[src/rtl/branch_predictor.sv]
// branch_predictor: direct-mapped BTB with per-entry saturating counters.
// IF gets a zero-latency next-PC prediction. ID returns the resolved outcome.
// The block flags mispredicts, supplies the redirect PC and keeps branch
// statistics.
module branch_predictor #(
  parameter int XLEN    = 32,
  parameter int ENTRIES = 64,
  parameter int TAG_W   = 8,
  parameter int CNT_W   = 2,
  parameter int STAT_W  = 32
) (
  input  logic              clk,
  input  logic              rst,
  input  logic              pred_valid_i,
  input  logic [XLEN-1:0]   pred_pc_i,
  output logic              pred_taken_o,
  output logic [XLEN-1:0]   pred_target_o,
  input  logic              upd_valid_i,
  input  logic [XLEN-1:0]   upd_pc_i,
  input  logic              upd_taken_i,
  input  logic [XLEN-1:0]   upd_target_i,
  input  logic              upd_pred_taken_i,
  input  logic [XLEN-1:0]   upd_pred_target_i,
  input  logic              inv_i,
  output logic              mispredict_o,
  output logic [XLEN-1:0]   redirect_pc_o,
  output logic [STAT_W-1:0] branch_cnt_o,
  output logic [STAT_W-1:0] mispred_cnt_o
);

  localparam int IDX_W = $clog2(ENTRIES);
  localparam int unsigned N_ENT = ENTRIES;
  localparam logic [CNT_W-1:0] CTR_WEAK = CNT_W'(1 << (CNT_W - 1));
  localparam logic [CNT_W-1:0] CTR_RST  = CNT_W'((1 << (CNT_W - 1)) - 1);
  localparam logic [CNT_W-1:0] CTR_MAX  = '1;

  // Table storage
  logic [ENTRIES-1:0] r_valid;
  logic [TAG_W-1:0]   r_tag    [ENTRIES];
  logic [XLEN-1:0]    r_target [ENTRIES];
  logic [CNT_W-1:0]   r_ctr    [ENTRIES];

  logic [STAT_W-1:0]  r_branch_cnt;
  logic [STAT_W-1:0]  r_mispred_cnt;

  logic [IDX_W-1:0]   w_pidx;
  logic [TAG_W-1:0]   w_ptag;
  logic               w_phit;
  logic [IDX_W-1:0]   w_uidx;
  logic [TAG_W-1:0]   w_utag;
  logic               w_uhit;
  logic [XLEN-1:0]    w_upd_next;

  assign w_pidx = pred_pc_i[IDX_W+1:2];
  assign w_ptag = pred_pc_i[IDX_W+2 +: TAG_W];
  assign w_uidx = upd_pc_i[IDX_W+1:2];
  assign w_utag = upd_pc_i[IDX_W+2 +: TAG_W];

  // Lookup: combinational read of pre-edge table contents
  always_comb begin
    w_phit        = pred_valid_i & r_valid[w_pidx] & (r_tag[w_pidx] == w_ptag);
    pred_taken_o  = w_phit & r_ctr[w_pidx][CNT_W-1];
    pred_target_o = pred_taken_o ? r_target[w_pidx] : pred_pc_i + XLEN'(4);
  end

  // Resolution: correct next PC and mispredict flag, zero when idle
  always_comb begin
    w_uhit        = r_valid[w_uidx] & (r_tag[w_uidx] == w_utag);
    w_upd_next    = upd_taken_i ? upd_target_i : upd_pc_i + XLEN'(4);
    redirect_pc_o = upd_valid_i ? w_upd_next : '0;
    mispredict_o  = upd_valid_i & (upd_pred_target_i != w_upd_next);
  end

  // Table maintenance: reset > invalidate > update
  always_ff @(posedge clk) begin
    if (rst) begin
      r_valid <= '0;
      for (int unsigned i = 0; i < N_ENT; i++) begin
        r_tag[i]    <= '0;
        r_target[i] <= '0;
        r_ctr[i]    <= CTR_RST;
      end
    end else if (inv_i) begin
      r_valid <= '0;
    end else if (upd_valid_i) begin
      if (w_uhit) begin
        if (upd_taken_i) begin
          if (r_ctr[w_uidx] != CTR_MAX) r_ctr[w_uidx] <= r_ctr[w_uidx] + CNT_W'(1);
          r_target[w_uidx] <= upd_target_i;
        end else if (r_ctr[w_uidx] != '0) begin
          r_ctr[w_uidx] <= r_ctr[w_uidx] - CNT_W'(1);
        end
      end else if (upd_taken_i) begin
        r_valid[w_uidx]  <= 1'b1;
        r_tag[w_uidx]    <= w_utag;
        r_target[w_uidx] <= upd_target_i;
        r_ctr[w_uidx]    <= CTR_WEAK;
      end
    end
  end

  // Statistics count every resolved branch, even while invalidating
  always_ff @(posedge clk) begin
    if (rst) begin
      r_branch_cnt  <= '0;
      r_mispred_cnt <= '0;
    end else if (upd_valid_i) begin
      r_branch_cnt <= r_branch_cnt + STAT_W'(1);
      if (mispredict_o) r_mispred_cnt <= r_mispred_cnt + STAT_W'(1);
    end
  end

  assign branch_cnt_o  = r_branch_cnt;
  assign mispred_cnt_o = r_mispred_cnt;

endmodule

[config.mk]
export PLATFORM = sky130hd
export DESIGN_NAME = branch_predictor
export DESIGN_NICKNAME = d
export VERILOG_FILES = /design/src/rtl/branch_predictor.sv
export SDC_FILE = /design/constraint.sdc
export NUM_CORES = 2
export LEC_CHECK = 0
export ABC_AREA = 1
export BUFFER_PORTS_ARGS = -buffer_cell sky130_fd_sc_hd__buf_2
export CAP_MARGIN = 25
export CORE_MARGIN = 4
export CORE_UTILIZATION = 30
export DETAILED_ROUTE_END_ITERATION = 16
export PLACE_DENSITY = 0.42
export SLEW_MARGIN = 20
export SYNTH_ARGS = -nofsm -noshare
export SYNTH_HDL_FRONTEND = slang
export SYNTH_SLANG_ARGS = --single-unit
[constraint.sdc]
create_clock -name clk -period 5.4 [get_ports clk]
set_input_delay 0.27 -clock clk [delete_from_list [all_inputs] [get_ports clk]]
set_output_delay 0.27 -clock clk [all_outputs]
set_load 0.02 [all_outputs]
==> results.md <==
- Leading area contributor after synthesis: edfxtp_1
- Hold path start: upd_target_i[27]
- CP Class: reg2out
- Setup violators final: 0
- Worst-Margin Slew: 1.13 ns
- Core Region: about 450000 um^2
- Fin nets: 14600
- Sequential area share after synthesis: 61.6%
- WL final: around 570000 um
- Clk_skew: 0.0564 ns
- Power Dens Cells: ~340 nW/um^2
- Row cnt: between 200 and 250
- Setup TNS: 0 ns
- Required time of the critical path: 5.13 ns
- Number of flops mapped to enable cells by yosys: around 2700
- Post-synth ARST share: 0%
- Post-DP HPWL: 357000 um
- IR drop worst, VDD: 0.273 mV
- Critical Path Start Type: flop
- Gr usage total: 24.0%
- GRT overflow: 0
- Crit-path max FO: 10
- Worst skew pair latency: 0.97 ns
- Clk pin slew, worst setup/hold paths: 0.06 ns
- RR Startpoint: r_tag[9][4]
- Max-cap viol count: 0
- Top FF cell, synth: edfxtp_1
- Area Overhead vs Synth: 14.1%
- Netlist Area Pre-Place: 135000 um^2
- Drt via density: approximately 5.3
- I/O pin count: 265
- Mapped Cells: 14600
- Worst EP arrival: 4.53 ns
- Synthesis-stage register bit count: approximately 2800
- Die span in x: approximately 680 um
- Final min period: between 4 and 5 ns
- Status: complete, no violations
- RSZ-0062 raised after global routing: false
- RD Place Congestion: 0.895
- Clock power share: between 40% and 50%
- Post CTS Setup Buffer Count: 0
- CP startpoint: r_tag[54][1]
- H-tree depth: 5
- Filler cells: between 40000 and 50000
- Synth Area per Inst: a little over 9 um^2
- TritonCTS clock tree: yes
- Maximum clock rate: 208 MHz
- Root Driver: clkbuf_16
- Clock sinks: 2816
- Synth top cells by count: nor2_1 (4072), edfxtp_1 (2688), nand2_1 (2481), o21ai_0 (1591), clkbuf_1 (884)
- Sw Share: 26.9%
- CP Capture Type: output pin
- TritonRoute pass-1 iters: 6
- CTS Buf Count: 336
- Count leader, synth: nor2_1
- Final worst slack: 0.598 ns
- Hold Path Class: in2reg
- DP Area: 143000 um^2
- Final hold violations: 0
- Bufs on Longest Clock Path: 4
- Syn_nets: 14800
- Net Switching: 0.0142 W
- Die Ht: ~680 um
- Number of global-route vias before repair: 102000
- Internal: between 0.03 and 0.04 W
- Post-synth top area share: 59.7%
- Initial Utilization: a little under a third
- Pin count of the biggest net entering global routing: 155
- DR iter-0 viols: 11600
- Gate power share: 10.3%
- Post-synth cell types: 50
- Fraction of layout cells with a size suffix above 1: 9.46%
- Max_slew headroom: roughly a quarter
- Antenna viol nets, final: 0
- DIE AREA: 461000 um^2
- First-pass GRT wire length: approximately 800000 um
- Share of power burned in registers: 47.9%
- Area contributors post-synth: edfxtp_1 (60%), nor2_1 (11%), nand2_1 (6.9%), o21ai_0 (5.9%), clkbuf_1 (2.5%)
- Setup WS pre-CTS: approximately 0.76 ns
- Initial antenna violation count: 42
- DR DRC count: 0
- Via count: around 110k
- Final Cycle Share: roughly nine tenths
- Ys Warns: 0
- Post-route design area: 154000 um^2
- Pins Over Slew Limit: 0
- Leak: 56.9 nW
- WL/cell: 27.6 um
- Port bufs: ~260
layout by cell type, fill, tap and decap left out, types with 10 or more instances in the layout:
cell / instances
xnor2_1: 21
inv_1: 415
nand3b_1: 17
o221ai_1: 180
o21ai_1: 48
clkinv_1: 69
o211ai_1: 105
o21ai_0: 1591
nor2_1: 4070
nand2_2: 86
buf_12: 80
xor2_1: 53
buf_4: 365
nand3_1: 498
dfxtp_1: 128
o22ai_1: 348
a21oi_1: 362
dlygate4sd3_1: 21
a22o_1: 10
inv_6: 11
nand2_1: 2404
nand3_2: 74
buf_16: 12
bufinv_16: 13
nor3_1: 43
a31oi_1: 37
diode_2: 15
clkbuf_16: 340
edfxtp_1: 2688
buf_2: 256
clkinv_2: 68
a22oi_1: 20
inv_4: 17
clkbuf_1: 99
nand4_1: 48
layout make-up:
type	instances	area, um^2	area share (%)
timing repair buffer	740	6250	4.05
clock buffer	445	8960	5.81
tap	5952	7450	4.83
sequential	2816	83300	54.0
inverter	472	1890	1.23
multi-input combinational	10100	45000	29.2
antenna	15	37.5	0.0244
clock inverter	150	1240	0.806
worst paths after layout:
check / to / cells past startpoint / slack (ns)
min: r_target[22][27] / 4 / 0.07
min reg2reg: r_valid[12] / 2 / 0.47
max reg2reg: r_tag[14][1] / 20 / 1.64
max: pred_target_o[5] / 19 / 0.60
metrics by stage:
step           total power [W]  hold slack, ns  std cells  util, %
2_1_floorplan           0.0284           0.436      14600        -
3_3_place_gp            0.0309           0.450      20000     31.9
3_5_place_dp            0.0310           0.452      20000     32.0
4_1_cts                 0.0529          0.0217      20700     34.3
5_1_grt                 0.0543          0.0549      20700     34.3
6_report                0.0525          0.0714      20700     34.3
metal layers:
layer / global-route usage (%) / vias up / wire length [um]
met4: 7.78 / 12 / 20400
met5: 0 / - / 78
met1: 34.8 / 54800 / 259000
met3: 2.87 / 696 / 37800
met2: 37.0 / 3971 / 255000
li1: - / 49500 / -
power by group through the flow:
stage | clock network (W) | logic (W) | registers, W
6_report | 0.0220 | 0.00542 | 0.0252
3_5_place_dp | 0 | 0.00537 | 0.0256
4_1_cts | 0.0224 | 0.00540 | 0.0252
2_1_floorplan | 0 | 0.00284 | 0.0255
5_1_grt | 0.0233 | 0.00577 | 0.0252
3_3_place_gp | 0 | 0.00534 | 0.0256
worst max-delay path: stages (launching register included):
cell and delay [ns]:
edfxtp_1 0.41, inv_1 0.09, a21oi_1 0.06, o21ai_0 0.09, nand3_1 0.12, nand3_1 0.19, nand3_1 0.27, nand2_1 0.15
nand2_1 0.17, inv_1 0.12, nand2_1 0.06, nand2_1 0.07, nand2_1 0.06, nor2_1 0.10, nand2_1 0.08, nor2_2 0.43
nand2_2 0.36, nand2_1 0.15, nand2_1 0.32, buf_2 0.30
flip-flops by register name (all words and copies together), names as in the netlist:
signal	cells
r_target	2048
r_tag	512
r_ctr	128
r_valid	64
branch_cnt_o	32
mispred_cnt_o	32
cells by family after synthesis:
logic type / synth area share (%)
buf+inv: 5.24
simple gates: 21.3
fa+ha+maj: 0.0370
xor+xnor: 0.480
flops: 61.6
compound gates: 11.3
what timing repair did:
action	CTS	global route
endpoints found under the hold margin	387	0
hold buffers	21	0
gates resized for setup	0	0
(Power assumes the default switching activity.)
